[src/rtl/ecc_dmem_scrubber_pkg.sv]
// Hamming-SECDED codeword constants, layout and helper functions for the dmem.
// Shared by the dmem encoder and the background scrubber.
package ecc_dmem_scrubber_pkg;

  localparam int unsigned DW    = 32;
  localparam int unsigned CW    = 39;
  localparam int unsigned SW    = 6;
  localparam int unsigned HMAX  = 38;
  localparam int unsigned CNT_W = 16;

  typedef logic [DW-1:0] dataword_t;
  typedef logic [CW-1:0] codeword_t;
  typedef logic [SW-1:0] syndrome_t;

  // Bits [38:1] hold Hamming positions 1..38, bit [0] is the overall parity.
  typedef struct packed {
    logic [HMAX:1] ham;
    logic          overall;
  } cw_layout_t;

  typedef enum logic [2:0] {
    S_IDLE,
    S_WAIT,
    S_REQ,
    S_RD,
    S_CHK,
    S_WR,
    S_NEXT
  } state_t;

  function automatic logic is_parity_pos(input int unsigned pos);
    return (pos != 32'd0) && ((pos & (pos - 32'd1)) == 32'd0);
  endfunction

  // XOR of the indices of every set Hamming position.
  function automatic syndrome_t ecc_syndrome(input codeword_t cw);
    syndrome_t s;
    s = '0;
    for (int unsigned pos = 1; pos <= HMAX; pos++) begin
      if (cw[6'(pos)]) s = s ^ 6'(pos);
    end
    return s;
  endfunction

  function automatic dataword_t ecc_extract(input codeword_t cw);
    dataword_t   d;
    int unsigned k;
    d = '0;
    k = 0;
    for (int unsigned pos = 1; pos <= HMAX; pos++) begin
      if (!is_parity_pos(pos)) begin
        d[5'(k)] = cw[6'(pos)];
        k++;
      end
    end
    return d;
  endfunction

  // Data into non-power-of-two positions, then parity bits zero the syndrome.
  function automatic codeword_t ecc_encode(input dataword_t d);
    codeword_t   cw;
    syndrome_t   s;
    int unsigned k;
    cw = '0;
    k  = 0;
    for (int unsigned pos = 1; pos <= HMAX; pos++) begin
      if (!is_parity_pos(pos)) begin
        cw[6'(pos)] = d[5'(k)];
        k++;
      end
    end
    s = ecc_syndrome(cw);
    for (int unsigned j = 0; j < SW; j++) begin
      cw[6'(32'd1 << j)] = s[3'(j)];
    end
    cw[0] = ^cw[CW-1:1];
    return cw;
  endfunction

endpackage

[src/rtl/ecc_dmem_scrubber_secded_decode.sv]
// Combinational SECDED decoder: classifies a codeword and produces its corrected form.
module ecc_dmem_scrubber_secded_decode
  import ecc_dmem_scrubber_pkg::*;
(
  input  codeword_t cw,
  output dataword_t data_c,
  output codeword_t cw_fix_c,
  output logic      single_c,
  output logic      dbl_c,
  output syndrome_t syndrome_c
);

  cw_layout_t cwl;
  syndrome_t  s;
  logic       p;
  codeword_t  fix;

  assign cwl = cw;

  // Odd overall parity is a single error unless the syndrome points past the codeword.
  always_comb begin
    s        = ecc_syndrome(cw);
    p        = (^cwl.ham) ^ cwl.overall;
    fix      = cw;
    single_c = 1'b0;
    dbl_c    = 1'b0;
    if (p) begin
      if (32'(s) <= HMAX) begin
        fix      = cw ^ (CW'(1) << s);
        single_c = 1'b1;
      end else begin
        dbl_c = 1'b1;
      end
    end else if (s != '0) begin
      dbl_c = 1'b1;
    end
  end

  assign cw_fix_c   = fix;
  assign data_c     = ecc_extract(fix);
  assign syndrome_c = s;

endmodule

[src/rtl/ecc_dmem_scrubber.sv]
// Background SECDED scrubber for dmem: walks every word, writes back single-bit
// corrections and counts/flags double-bit errors, sharing the port via req/gnt.
module ecc_dmem_scrubber
  import ecc_dmem_scrubber_pkg::*;
#(
  parameter int unsigned DEPTH    = 64,
  parameter int unsigned AW       = 6,
  parameter int unsigned INTERVAL = 256
) (
  input  logic             clk,
  input  logic             rst,
  input  logic             scrub_en,
  input  logic             loader_done_in,
  output logic             mem_req,
  input  logic             mem_gnt,
  output logic [AW-1:0]    mem_addr,
  output logic             mem_we,
  output logic [CW-1:0]    mem_wdata,
  input  logic [CW-1:0]    mem_rdata,
  output logic             busy,
  output logic [CNT_W-1:0] corr_cnt,
  output logic [CNT_W-1:0] uncorr_cnt,
  output logic [AW-1:0]    last_err_addr,
  output logic             err_irq
);

  localparam int unsigned IW = (INTERVAL > 1) ? $clog2(INTERVAL) : 1;
  localparam logic [IW-1:0] WAIT_LAST = IW'((INTERVAL == 0) ? 0 : INTERVAL - 1);
  localparam logic [AW-1:0] PTR_LAST  = AW'(DEPTH - 1);

  state_t          state_q, state_d;
  logic [AW-1:0]   ptr_q;
  logic [IW-1:0]   wait_q;
  logic            stop_q;
  codeword_t       rd_q;

  logic            wait_done;
  logic            wait_clr, wait_inc, ptr_inc, cap_rd, cap_fix;
  logic            corr_inc, uncorr_inc, err_log;

  dataword_t       dec_data;
  codeword_t       dec_fix;
  logic            dec_single, dec_dbl;
  syndrome_t       dec_syn;
  logic            dec_unused;

  ecc_dmem_scrubber_secded_decode u_dec (
    .cw         (rd_q),
    .data_c     (dec_data),
    .cw_fix_c   (dec_fix),
    .single_c   (dec_single),
    .dbl_c      (dec_dbl),
    .syndrome_c (dec_syn)
  );

  assign dec_unused = ^{dec_data, dec_syn};
  assign wait_done  = (INTERVAL == 0) || (wait_q == WAIT_LAST);
  assign mem_addr   = ptr_q;

  // Next-state and per-cycle control strobes.
  always_comb begin
    state_d    = state_q;
    wait_clr   = 1'b0;
    wait_inc   = 1'b0;
    ptr_inc    = 1'b0;
    cap_rd     = 1'b0;
    cap_fix    = 1'b0;
    corr_inc   = 1'b0;
    uncorr_inc = 1'b0;
    err_log    = 1'b0;
    case (state_q)
      S_IDLE: begin
        wait_clr = 1'b1;
        if (scrub_en && loader_done_in) state_d = S_WAIT;
      end
      S_WAIT: begin
        if (!scrub_en) begin
          state_d  = S_IDLE;
          wait_clr = 1'b1;
        end else if (wait_done) begin
          state_d  = S_REQ;
          wait_clr = 1'b1;
        end else begin
          wait_inc = 1'b1;
        end
      end
      S_REQ: begin
        if (mem_gnt) state_d = S_RD;
      end
      S_RD: begin
        cap_rd  = 1'b1;
        state_d = S_CHK;
      end
      S_CHK: begin
        if (dec_single) begin
          cap_fix = 1'b1;
          err_log = 1'b1;
          state_d = S_WR;
        end else if (dec_dbl) begin
          uncorr_inc = 1'b1;
          err_log    = 1'b1;
          state_d    = S_NEXT;
        end else begin
          state_d = S_NEXT;
        end
      end
      // A lost grant means the CPU may have written this word; re-read it.
      S_WR: begin
        if (mem_gnt) begin
          corr_inc = 1'b1;
          state_d  = S_NEXT;
        end else begin
          state_d = S_REQ;
        end
      end
      S_NEXT: begin
        ptr_inc = 1'b1;
        if (stop_q || !scrub_en) state_d = S_IDLE;
        else if (INTERVAL == 0)  state_d = S_REQ;
        else                     state_d = S_WAIT;
      end
      default: state_d = S_IDLE;
    endcase
  end

  always_ff @(posedge clk or negedge rst) begin
    if (!rst) begin
      state_q       <= S_IDLE;
      ptr_q         <= '0;
      wait_q        <= '0;
      stop_q        <= 1'b0;
      rd_q          <= '0;
      mem_req       <= 1'b0;
      mem_we        <= 1'b0;
      mem_wdata     <= '0;
      busy          <= 1'b0;
      corr_cnt      <= '0;
      uncorr_cnt    <= '0;
      last_err_addr <= '0;
      err_irq       <= 1'b0;
    end else begin
      state_q <= state_d;
      if (wait_clr)      wait_q <= '0;
      else if (wait_inc) wait_q <= wait_q + IW'(1);
      if (ptr_inc) ptr_q <= (ptr_q == PTR_LAST) ? '0 : ptr_q + AW'(1);
      // Remember a mid-word disable so the word finishes before going idle.
      if (state_q == S_IDLE || state_q == S_WAIT) stop_q <= 1'b0;
      else if (!scrub_en)                          stop_q <= 1'b1;
      if (cap_rd)  rd_q      <= mem_rdata;
      if (cap_fix) mem_wdata <= dec_fix;
      mem_req <= (state_d == S_REQ) || (state_d == S_WR);
      mem_we  <= (state_d == S_WR);
      busy    <= !((state_d == S_IDLE) || (state_d == S_WAIT));
      if (corr_inc && (corr_cnt != '1))     corr_cnt   <= corr_cnt + CNT_W'(1);
      if (uncorr_inc && (uncorr_cnt != '1)) uncorr_cnt <= uncorr_cnt + CNT_W'(1);
      if (err_log) last_err_addr <= ptr_q;
      err_irq <= uncorr_inc;
    end
  end

endmodule

[config.mk]
export PLATFORM = sky130hd
export DESIGN_NAME = ecc_dmem_scrubber
export DESIGN_NICKNAME = d
export VERILOG_FILES = /design/src/rtl/ecc_dmem_scrubber_pkg.sv /design/src/rtl/ecc_dmem_scrubber_secded_decode.sv /design/src/rtl/ecc_dmem_scrubber.sv
export SDC_FILE = /design/constraint.sdc
export NUM_CORES = 1
export LEC_CHECK = 0
export CAP_MARGIN = 20
export CORE_MARGIN = 1.5
export CORE_UTILIZATION = 40
export CTS_BUF_LIST = sky130_fd_sc_hd__clkbuf_16
export DETAILED_ROUTE_END_ITERATION = 10
export PLACE_DENSITY = 0.74
export REMOVE_ABC_BUFFERS = 1
export SLEW_MARGIN = 0
export SYNTH_ARGS = -nofsm -noshare
export SYNTH_HDL_FRONTEND = slang
export SYNTH_HIERARCHICAL = 1
export SYNTH_SLANG_ARGS = --single-unit
[constraint.sdc]
create_clock -name clk -period 7.8 [get_ports clk]
set_clock_uncertainty 0.15 [all_clocks]
set_input_delay 0.78 -clock clk [delete_from_list [all_inputs] [get_ports clk]]
set_output_delay 0.78 -clock clk [all_outputs]
set_load 0.01 [all_outputs]
==> impl_metrics.prom <==
# TYPE chip_impl_metric gauge
chip_impl_metric{name="totalWireLength",unit="um"} 17200
chip_impl_metric{name="ctsLongestPathBuffers",unit=""} 2
chip_impl_info{name="min-delay-path-class",value="in2async"} 1
chip_impl_metric{name="ff_latch_area",unit="mm2"} 0.00345
chip_impl_metric{name="clock_tree.htree_level_count",unit=""} 4
chip_impl_metric{name="hold_viol",unit=""} 0
chip_impl_metric{name="fmax",unit="MHz"} 212
chip_impl_metric{name="total_gr_overflow",unit=""} 0
chip_impl_metric{name="postRouteAntennaNets",unit=""} 0
chip_impl_info{name="setup.worst_path.class",value="reg2reg"} 1
chip_impl_metric{name="avgSynthCellArea",unit="um2"} 12.2
chip_impl_info{name="failing_checks",value="design-rule violations"} 1
chip_impl_info{name="cp-end-kind",value="register"} 1
chip_impl_metric{name="drt_iter0_drc",unit=""} 249
chip_impl_metric{name="pin_slew_with_the_least_headroom_to_its_limit",unit="ns"} 1.06
chip_impl_metric{name="cts_setup_buffers",unit=""} 0
chip_impl_metric{name="die_height",unit="um"} 140
chip_impl_metric{name="io_buffer_count",unit=""} 130
chip_impl_metric{name="avgRoutedWirePerCell",unit="um"} 17.3
chip_impl_metric{name="clkSinkCount",unit=""} 138
chip_impl_metric{name="via_count",unit=""} 5158
chip_impl_metric{name="multiInputGateArea",unit="mm2"} 0.00390
chip_impl_metric{name="syn-cell-area",unit="mm2"} 0.00747
chip_impl_info{name="worstSetupStartpointType",value="register"} 1
chip_impl_metric{name="finalWeightedCongestion",unit=""} 0.820
chip_impl_metric{name="drt_first_pass_iters",unit=""} 7
chip_impl_metric{name="core_region_area",unit="mm2"} 0.0181
chip_impl_metric{name="post-route-drc-count",unit=""} 10
chip_impl_metric{name="synthesis.yosys.warnings",unit=""} 6
chip_impl_metric{name="grt_antenna_before_repair",unit=""} 0
chip_impl_metric{name="pin_count_of_the_biggest_net_entering_global_routing",unit=""} 71
chip_impl_metric{name="synthToLayoutAreaGrowth",unit="%"} 29.7
chip_impl_metric{name="num-fill-cells",unit=""} 1576
chip_impl_metric{name="post_cts.resized_instances",unit=""} 0
chip_impl_metric{name="clock_latency",unit="ns"} 0.43
chip_impl_info{name="rsz_0062_raised_after_global_routing",value="false"} 1
chip_impl_metric{name="floorplan.io_pins",unit=""} 131
chip_impl_metric{name="post_route_cells_drive_above_1_share",unit="%"} 18.2
chip_impl_info{name="outcome",value="complete, but fails checks"} 1
chip_impl_metric{name="antenna_cells_inserted",unit=""} 0
chip_impl_metric{name="worst_slew_margin_rel",unit="%"} 28.5
chip_impl_metric{name="die_w",unit="um"} 140
chip_impl_metric{name="cts_buffer_count",unit=""} 17
chip_impl_info{name="clock_tree.root_cell",value="sky130_fd_sc_hd__clkbuf_16"} 1
chip_impl_metric{name="timing.setup.tns",unit="ns"} 0
chip_impl_metric{name="grt_pass1_wl",unit="um"} 28100
chip_impl_metric{name="crit_arrival",unit="ns"} 4.89
chip_impl_metric{name="maximum_capacitance_violations",unit=""} 0
chip_impl_metric{name="clkSlewWorstSetupHoldPaths",unit="ns"} 0.06
chip_impl_metric{name="syn_inst",unit=""} 613
chip_impl_metric{name="initial_core_util",unit="%"} 41.2
chip_impl_metric{name="rows",unit=""} 49
chip_impl_metric{name="grt_util_all_layers",unit="%"} 18.4
chip_impl_metric{name="via_per_instance_ratio",unit=""} 5.19
chip_impl_metric{name="via_count_of_the_first_global_routing_pass",unit=""} 5129
chip_impl_metric{name="finalWorstPathRequiredPeriod",unit="ns"} 4.73
chip_impl_metric{name="die_area",unit="mm2"} 0.0195
chip_impl_metric{name="final-setup-viol-count",unit=""} 0
chip_impl_metric{name="drv_slew",unit=""} 0
chip_impl_info{name="tritoncts_clock_tree",value="done"} 1
chip_impl_metric{name="critPathMaxFanout",unit=""} 41
chip_impl_metric{name="hpwlAfterDp",unit="um"} 12100
chip_impl_metric{name="timing.final.crit_share",unit="%"} 60.6
chip_impl_metric{name="finalNetCount",unit=""} 800
chip_impl_metric{name="critical_path_required",unit="ns"} 7.96
chip_impl_metric{name="number_of_buffers_inserted_by_hold_repair_at_cts",unit=""} 0
through the flow:
| step | instance area (um2) | utilization [%] | hold WS, ns | worst slack, ns | cells |
|---|---|---|---|---|---|
| final | 9690 | 53.4 | 0.200 | 3.07 | 994 |
| after global routing | 9690 | 53.4 | 0.246 | 2.79 | 994 |
| after CTS | 9690 | 53.4 | 0.226 | 3.15 | 994 |
| after detailed placement | 9060 | 49.9 | 0.337 | 3.16 | 962 |
| after global placement | 9040 | 49.8 | 0.332 | 3.19 | 961 |
| after floorplan | 7400 | - | 0.331 | 1.68 | 597 |
sequential cells by signal, indices dropped and copies added, names as in the netlist:
signal         cells
mem_wdata         39
rd_q              39
corr_cnt          16
uncorr_cnt        16
wait_q             8
last_err_addr      6
mem_addr           6
state_q            3
busy               1
err_irq            1
mem_req            1
mem_we             1
stop_q             1
layout make-up:
cell class                      instances  share of cell area (%)
Multi-Input combinational cell        445                    40.3
Clock buffer                           17                    4.39
Sequential cell                       138                    35.6
Tap cell                              229                    2.96
Inverter                               14                   0.542
Timing Repair Buffer                  136                    14.1
Clock inverter                         15                    2.12
layer usage:
metal | track usage, % | part of all wire (%)
met5 | 0 | 0
met4 | 5.82 | 1.5
met3 | 4.99 | 5.5
met1 | 25.6 | 47
met2 | 28.2 | 46
layout by cell type, fill, tap and decap left out, types with 4 or more instances in the layout:
cell type                         count
sky130_fd_sc_hd__clkinv_1             4
sky130_fd_sc_hd__xor2_1              33
sky130_fd_sc_hd__mux2_1              10
sky130_fd_sc_hd__nand2_1             50
sky130_fd_sc_hd__nor4_1              10
sky130_fd_sc_hd__bufinv_16            5
sky130_fd_sc_hd__nor4b_1              4
sky130_fd_sc_hd__nor2_1              13
sky130_fd_sc_hd__clkdlybuf4s50_1    129
sky130_fd_sc_hd__mux2_2              81
sky130_fd_sc_hd__o21ai_0             11
sky130_fd_sc_hd__nand3_1             16
sky130_fd_sc_hd__nand2b_1             9
sky130_fd_sc_hd__a211oi_1             5
sky130_fd_sc_hd__and3_1               5
sky130_fd_sc_hd__a21oi_1              8
sky130_fd_sc_hd__inv_1               14
sky130_fd_sc_hd__nor3_1              16
sky130_fd_sc_hd__nand4_1             19
sky130_fd_sc_hd__dfrtp_1            138
sky130_fd_sc_hd__buf_4                5
sky130_fd_sc_hd__clkinvlp_4           4
sky130_fd_sc_hd__xnor2_1             73
sky130_fd_sc_hd__clkbuf_16           17
sky130_fd_sc_hd__xnor3_1             16
sky130_fd_sc_hd__ha_1                 4
worst max-delay path: stages (launching register included):
cell and delay [ns]:
sky130_fd_sc_hd__dfrtp_1 0.50, sky130_fd_sc_hd__xor3_4 0.58, sky130_fd_sc_hd__xnor2_1 0.18, sky130_fd_sc_hd__xnor2_1 0.28, sky130_fd_sc_hd__xor2_1 0.52, sky130_fd_sc_hd__inv_1 0.19, sky130_fd_sc_hd__and2_0 0.33, sky130_fd_sc_hd__nand2b_1 0.22
sky130_fd_sc_hd__a21oi_1 0.45, sky130_fd_sc_hd__nand2_1 0.17, sky130_fd_sc_hd__nor3_2 0.14, sky130_fd_sc_hd__buf_4 0.49, sky130_fd_sc_hd__mux2_2 0.40
final timing paths:
path                               from             to  slack, ns  cells past startpoint
setup reg to reg                rd_q[7]  mem_wdata[26]       3.07                     12
hold reg to reg            mem_wdata[1]   mem_wdata[1]       0.35                      1
hold / removal                      rst  mem_wdata[24]       0.20                      1
max in group asynchronous           rst    corr_cnt[1]       5.99                      2
setup / recovery                rd_q[7]  mem_wdata[26]       3.07                     12
min in group clk           mem_wdata[1]   mem_wdata[1]       0.35                      1
Power is left out: the tool's default activity adds up to more than one toggle a clock period on the data nets, which glitch-free logic cannot reach.
